--- config.mk ---
export PLATFORM = sky130hd
export DESIGN_NAME = alu_exec_pipe_flat
export DESIGN_NICKNAME = d
export VERILOG_FILES = /design/src/rtl/alu_exec_pipe_if.sv /design/src/rtl/alu_exec_pipe.sv /design/src/flat_wrapper.sv
export SDC_FILE = /design/constraint.sdc
export NUM_CORES = 1
export LEC_CHECK = 0
export BUFFER_PORTS_ARGS = -buffer_cell sky130_fd_sc_hd__buf_4
export CAP_MARGIN = 20
export CORE_ASPECT_RATIO = 2
export CORE_MARGIN = 4
export CORE_UTILIZATION = 50
export DETAILED_ROUTE_END_ITERATION = 12
export PLACE_DENSITY_LB_ADDON = 0.1
export REMOVE_ABC_BUFFERS = 1
export SYNTH_ARGS = -nofsm -noshare
export SYNTH_HDL_FRONTEND = slang
export SYNTH_SLANG_ARGS = --single-unit
--- constraint.sdc ---
create_clock -name clk -period 3.6 [get_ports clk]
set_clock_uncertainty 0.05 [all_clocks]
set_input_delay 0.18 -clock clk [delete_from_list [all_inputs] [get_ports clk]]
set_output_delay 0.18 -clock clk [all_outputs]
set_load 0.005 [all_outputs]
--- src/rtl/alu_exec_pipe_if.sv ---
// Valid/ready bus of the ALU execute pipe: operation request from decode, result toward writeback.
// The master modport is the decode/writeback side; the slave modport is the execute unit.
interface alu_exec_pipe_if #(
    parameter int WIDTH = 32
);
    logic             in_valid;
    logic             in_ready;
    logic [3:0]       alu_ctrl;
    logic [WIDTH-1:0] op_a;
    logic [WIDTH-1:0] op_b;
    logic             out_valid;
    logic             out_ready;
    logic [WIDTH-1:0] result;
    logic             zero;
    logic             ovf;
    logic             err;

    modport master (
        output in_valid, alu_ctrl, op_a, op_b, out_ready,
        input  in_ready, out_valid, result, zero, ovf, err
    );

    modport slave (
        input  in_valid, alu_ctrl, op_a, op_b, out_ready,
        output in_ready, out_valid, result, zero, ovf, err
    );
endinterface

--- src/rtl/alu_exec_pipe.sv ---
// Two-stage pipelined ALU execute unit: S1 input register, S2 output register, valid/ready flow control.
// Define ALU_SLT_EN to execute signed set-less-than on code 0111; otherwise 0111 takes the error path.
module alu_exec_pipe #(
    parameter int WIDTH = 32
) (
    input  logic          clk,
    input  logic          reset,
    alu_exec_pipe_if.slave bus
);
    localparam logic [3:0] CTRL_AND = 4'b0000;
    localparam logic [3:0] CTRL_OR  = 4'b0001;
    localparam logic [3:0] CTRL_ADD = 4'b0010;
    localparam logic [3:0] CTRL_SUB = 4'b0110;
`ifdef ALU_SLT_EN
    localparam logic [3:0] CTRL_SLT = 4'b0111;
`endif

    logic             s1_valid_r;
    logic [3:0]       s1_ctrl_r;
    logic [WIDTH-1:0] s1_a_r;
    logic [WIDTH-1:0] s1_b_r;
    logic             out_valid_r;
    logic [WIDTH-1:0] result_r;
    logic             zero_r;
    logic             ovf_r;
    logic             err_r;

    logic             s2_load_s;
    logic             s1_adv_s;
    logic             in_ready_s;
    logic             accept_s;
    logic [WIDTH+1:0] alu_out_s;

    // Returns {err, ovf, result}; unsupported codes yield a zero result with err set.
    function automatic logic [WIDTH+1:0] alu_eval(input logic [3:0] ctrl,
                                                  input logic [WIDTH-1:0] a,
                                                  input logic [WIDTH-1:0] b);
        logic [WIDTH-1:0] res_s;
        logic             ovf_s;
        logic             err_s;
        res_s = {WIDTH{1'b0}};
        ovf_s = 1'b0;
        err_s = 1'b0;
        case (ctrl)
            CTRL_AND: res_s = a & b;
            CTRL_OR:  res_s = a | b;
            CTRL_ADD: begin
                res_s = a + b;
                ovf_s = (a[WIDTH-1] == b[WIDTH-1]) && (res_s[WIDTH-1] != a[WIDTH-1]);
            end
            CTRL_SUB: begin
                res_s = a - b;
                ovf_s = (a[WIDTH-1] != b[WIDTH-1]) && (res_s[WIDTH-1] != a[WIDTH-1]);
            end
`ifdef ALU_SLT_EN
            CTRL_SLT: res_s = ($signed(a) < $signed(b)) ? {{(WIDTH-1){1'b0}}, 1'b1} : {WIDTH{1'b0}};
`endif
            default:  err_s = 1'b1;
        endcase
        return {err_s, ovf_s, res_s};
    endfunction

    // Handshake control: S2 may load when empty or draining, S1 frees when empty or advancing.
    always_comb begin
        s2_load_s  = !out_valid_r || bus.out_ready;
        s1_adv_s   = s1_valid_r && s2_load_s;
        in_ready_s = !reset && (!s1_valid_r || s1_adv_s);
        accept_s   = bus.in_valid && in_ready_s;
        alu_out_s  = alu_eval(s1_ctrl_r, s1_a_r, s1_b_r);
    end

    // S1 input register: an accept reloads it even while its current op advances.
    always_ff @(posedge clk) begin
        if (reset) begin
            s1_valid_r <= 1'b0;
            s1_ctrl_r  <= 4'b0000;
            s1_a_r     <= {WIDTH{1'b0}};
            s1_b_r     <= {WIDTH{1'b0}};
        end else if (accept_s) begin
            s1_valid_r <= 1'b1;
            s1_ctrl_r  <= bus.alu_ctrl;
            s1_a_r     <= bus.op_a;
            s1_b_r     <= bus.op_b;
        end else if (s1_adv_s) begin
            s1_valid_r <= 1'b0;
        end
    end

    // S2 output register: holds result and flags stable until the consumer takes them.
    always_ff @(posedge clk) begin
        if (reset) begin
            out_valid_r <= 1'b0;
            result_r    <= {WIDTH{1'b0}};
            zero_r      <= 1'b0;
            ovf_r       <= 1'b0;
            err_r       <= 1'b0;
        end else if (s2_load_s) begin
            out_valid_r <= s1_valid_r;
            if (s1_valid_r) begin
                result_r <= alu_out_s[WIDTH-1:0];
                zero_r   <= (alu_out_s[WIDTH-1:0] == {WIDTH{1'b0}});
                ovf_r    <= alu_out_s[WIDTH];
                err_r    <= alu_out_s[WIDTH+1];
            end
        end
    end

    assign bus.in_ready  = in_ready_s;
    assign bus.out_valid = out_valid_r;
    assign bus.result    = result_r;
    assign bus.zero      = zero_r;
    assign bus.ovf       = ovf_r;
    assign bus.err       = err_r;
endmodule

--- src/flat_wrapper.sv ---
// flat-port wrapper written by rule: the top's interface ports become plain ports
module alu_exec_pipe_flat 
#(
    parameter int WIDTH = 32
)
  (clk, reset, bus_in_valid, bus_alu_ctrl, bus_op_a, bus_op_b, bus_out_ready, bus_in_ready, bus_out_valid, bus_result, bus_zero, bus_ovf, bus_err);
  alu_exec_pipe_if #(.WIDTH(WIDTH)) bus_i ();
  input  logic clk;
  input  logic reset;
  input wire logic [$bits(bus_i.in_valid)-1:0] bus_in_valid;
  input wire logic [$bits(bus_i.alu_ctrl)-1:0] bus_alu_ctrl;
  input wire logic [$bits(bus_i.op_a)-1:0] bus_op_a;
  input wire logic [$bits(bus_i.op_b)-1:0] bus_op_b;
  input wire logic [$bits(bus_i.out_ready)-1:0] bus_out_ready;
  output wire logic [$bits(bus_i.in_ready)-1:0] bus_in_ready;
  output wire logic [$bits(bus_i.out_valid)-1:0] bus_out_valid;
  output wire logic [$bits(bus_i.result)-1:0] bus_result;
  output wire logic [$bits(bus_i.zero)-1:0] bus_zero;
  output wire logic [$bits(bus_i.ovf)-1:0] bus_ovf;
  output wire logic [$bits(bus_i.err)-1:0] bus_err;
  assign bus_i.in_valid = bus_in_valid;
  assign bus_i.alu_ctrl = bus_alu_ctrl;
  assign bus_i.op_a = bus_op_a;
  assign bus_i.op_b = bus_op_b;
  assign bus_i.out_ready = bus_out_ready;
  assign bus_in_ready = bus_i.in_ready;
  assign bus_out_valid = bus_i.out_valid;
  assign bus_result = bus_i.result;
  assign bus_zero = bus_i.zero;
  assign bus_ovf = bus_i.ovf;
  assign bus_err = bus_i.err;
  alu_exec_pipe #(.WIDTH(WIDTH)) u_core (.clk(clk), .reset(reset), .bus(bus_i));
endmodule
==> run metrics <==
startpoint type of the worst setup path flip-flop; worst slew slack as a fraction of its limit 35.8%; total CTS buffers 9; via count of the first global-routing pass 10665; register area share after synthesis 24.8%; buffer levels on the longest clock path 2; library cell with the highest instance count after synthesis sky130_fd_sc_hd__nand2_1; synthesized-area fraction occupied by xor and xnor cells 1.75%; crit path max fanout 3; most used flip-flop cell after synthesis sky130_fd_sc_hd__dfxtp_1; Setup Viol. Count Final 3; proportion of register bits with asynchronous set or reset after synthesis 0%; row count 67; Vias per Instance 6.01; via count of the routed design 10331; result of the run finished, violations left; die span in x 100 um; violated checks negative setup slack; area taken by multi-input logic gates 6200 um2; aggregate routed wire length 35.5 mm; Area Overhead vs Synth 50.1%; Antenna Nets Post-Route 0; clock latency on the worst-skew pair 370 ps; All-Layer GR Usage 36.2%; top post-synthesis cells by count sky130_fd_sc_hd__nand2_1, sky130_fd_sc_hd__dfxtp_1, sky130_fd_sc_hd__ha_1, sky130_fd_sc_hd__inv_1, sky130_fd_sc_hd__nor2_1; area fraction in and, or, nand and nor cells after synthesis 19.2%; Die Y-Extent 192 um; Pre-Repair DR Iteration Count 5; sequential cell area 2110 um2; number of instances in the synthesized netlist 1135; kind of end point of the critical path flip-flop; pin count of the biggest net entering global routing 60; H-Tree Depth 3; largest cells by area after synthesis sky130_fd_sc_hd__dfxtp_1, sky130_fd_sc_hd__ha_1, sky130_fd_sc_hd__nand2_1; warnings from Yosys 0; data arrival at the endpoint of the critical path 4030 ps; dominant combinational cell family by area after synthesis compound AO/OA/AOI/OAI gates; number of top-level pins 109; Root Driver sky130_fd_sc_hd__clkbuf_16; shortest period the worst path allows 3790 ps; clk slew on worst S/H paths 80 ps; Leakage 5.56 nW; HPWL after detailed placement 26.1 mm; cell area after synthesis 8490 um2; share of post-route cells with drive strength above 1 31.8%; fraction of the cycle the final worst path needs 105%; port buffer count 108; initial antenna violation count 0; fmax 0.264 GHz; post-synthesis share of cell area spent on full adders, half adders and majority gates 15.1%; RSZ-0062 raised after global routing yes; number of storage elements in the synthesis netlist 105; biggest area consumer among synthesized cells sky130_fd_sc_hd__dfxtp_1; number of diodes added for antenna fixing 0; total count of hold-check failures in the final report 0; share of the synthesized area in the top cell type 24.8%; DRC marker count from the first detailed-route iteration 619; path type of the worst min-delay path in -> reg; per-cell routed wire length 20.6 um; MaxCap Viol Count 0; Syn Area/Cell 7.48 um2; worst hold slack 78.9 ps; required time of the critical path 3850 ps; largest voltage drop on the vdd net 231 uV; power density over the cells 333 nW/um2; Worst Path Class, Setup reg -> reg; max-slew violations 0; DRC violation count after routing 0; transition at the pin with the smallest max-transition slack 953 ps; final setup slack of the worst path -185 ps; wire length of the first global-routing pass 54.2 mm; initial core utilization 50.9%; CTS tree done; Routability Congestion 1.03; post-synthesis mux area share 0.826%; Floorplan Core Area 16700 um2; overall overflow remaining after global route 0; Compound-Gate Fraction of Synth Area 30.4%; final net count 1681; overall die area 19200 um2; final sum of negative setup slack -206 ps; total of fill cells in the finished design 1319; number of distinct standard cells referenced by the synthesized netlist 73; clock net sink count 105; number of enable-type register cells in the synthesized netlist 0
==> cell families (layout without fill, tap and decap cells) <==
group / count (synthesis) / count (layout)
buffers and inverters: 180 / 558
DFF: 105 / 105
and+or+nand+nor: 355 / 355
muxes: 7 / 7
xor gates and xnor gates: 17 / 17
adders and majority gates: 101 / 101
AOI/OAI and AO/OA: 370 / 370
==> sequential cells by signal, summed over array words and instances, names as in the netlist <==
register,count
u_core.bus.ovf,1
u_core.s1_valid_r,1
u_core.s1_b_r,32
u_core.bus.out_valid,1
u_core.s1_ctrl_r,4
u_core.bus.result,32
u_core.s1_a_r,32
u_core.bus.err,1
u_core.bus.zero,1
==> routing by layer <==
metal	global-route usage (%)	wire length, um
met5	0	0
met1	34.0	11300
met4	32.0	3470
met3	4.56	1740
met2	66.3	18900
==> path summary, 6_finish.rpt <==
check / startpoint / to / slack, ps / cells after the start
hold reg to reg: u_core.bus.result[13] / u_core.bus.result[13] / 410 / 2
hold / removal: bus_out_ready / u_core.bus.out_valid / 80 / 4
setup reg to reg: u_core.s1_a_r[0] / u_core.bus.zero / -190 / 19
setup / recovery: u_core.s1_a_r[0] / u_core.bus.zero / -190 / 19
==> final cells by class <==
type	instances	share of cell area, %
Tap cell	207	2.03
Timing Repair Buffer	441	27.5
Clock buffer	10	1.80
Inverter	101	2.98
Clock inverter	6	0.481
Multi-Input combinational cell	850	48.7
Sequential cell	105	16.5
==> what timing repair did <==
item                                   CTS  global route
endpoints found under the hold margin   68             0
resized for setup                       55            46
pin swaps                               33            23
buffers inserted                         6             3
setup endpoints to repair               13            12
hold buffers                            68             0
==> critical path: stages (launching register included) <==
cell and delay, ps:
sky130_fd_sc_hd__dfxtp_2 330, sky130_fd_sc_hd__inv_2 70, sky130_fd_sc_hd__ha_4 150, sky130_fd_sc_hd__inv_2 40, sky130_fd_sc_hd__fa_2 350, sky130_fd_sc_hd__or3b_4 280, sky130_fd_sc_hd__a31oi_4 100, sky130_fd_sc_hd__buf_6 130
sky130_fd_sc_hd__o211ai_1 220, sky130_fd_sc_hd__buf_4 170, sky130_fd_sc_hd__nand4bb_1 100, sky130_fd_sc_hd__a41o_1 250, sky130_fd_sc_hd__a2111oi_4 300, sky130_fd_sc_hd__buf_4 180, sky130_fd_sc_hd__nor3_2 40, sky130_fd_sc_hd__nor3_2 200
sky130_fd_sc_hd__o211ai_1 190, sky130_fd_sc_hd__nor4_2 310, sky130_fd_sc_hd__nand4_1 110, sky130_fd_sc_hd__o21ai_1 140
==> where the power goes <==
| group | leakage, nW | internal [mW] | switching [mW] |
|---|---|---|---|
| Clock | 0.138 | 0.488 | 0.515 |
| Combinational | 4.55 | 0.919 | 1.03 |
| Sequential | 0.866 | 1.24 | 0.0557 |
==> metrics by stage <==
step	power, mW	cell area [um2]	utilization (%)	cells	setup WS [ps]
finish	4.25	12700	76.3	1720	-185
global route	4.44	12700	76.3	1720	-338
CTS	4.13	12500	74.8	1717	-116
detailed placement	2.99	11200	67.2	1628	-471
global placement	2.98	11200	67.2	1628	-450
floorplan	2.10	8180	-	1056	-1250
==> placed cells by master (no fill, tap or decap), types with 9 or more instances in the layout <==
cell type / count
sky130_fd_sc_hd__buf_4: 370
sky130_fd_sc_hd__xnor2_1: 13
sky130_fd_sc_hd__inv_1: 93
sky130_fd_sc_hd__nor3_1: 25
sky130_fd_sc_hd__a21oi_1: 64
sky130_fd_sc_hd__dfxtp_1: 102
sky130_fd_sc_hd__nor2_1: 78
sky130_fd_sc_hd__clkbuf_16: 9
sky130_fd_sc_hd__a211oi_1: 21
sky130_fd_sc_hd__o31ai_1: 69
sky130_fd_sc_hd__nand2_1: 148
sky130_fd_sc_hd__o21ai_0: 42
sky130_fd_sc_hd__a31oi_1: 11
sky130_fd_sc_hd__nand4_1: 12
sky130_fd_sc_hd__a21o_1: 11
sky130_fd_sc_hd__dlygate4sd3_1: 68
sky130_fd_sc_hd__ha_1: 94
sky130_fd_sc_hd__nand3_1: 25
sky130_fd_sc_hd__o211ai_1: 16
sky130_fd_sc_hd__o21bai_1: 11
Power figures use the tool's default switching activity.
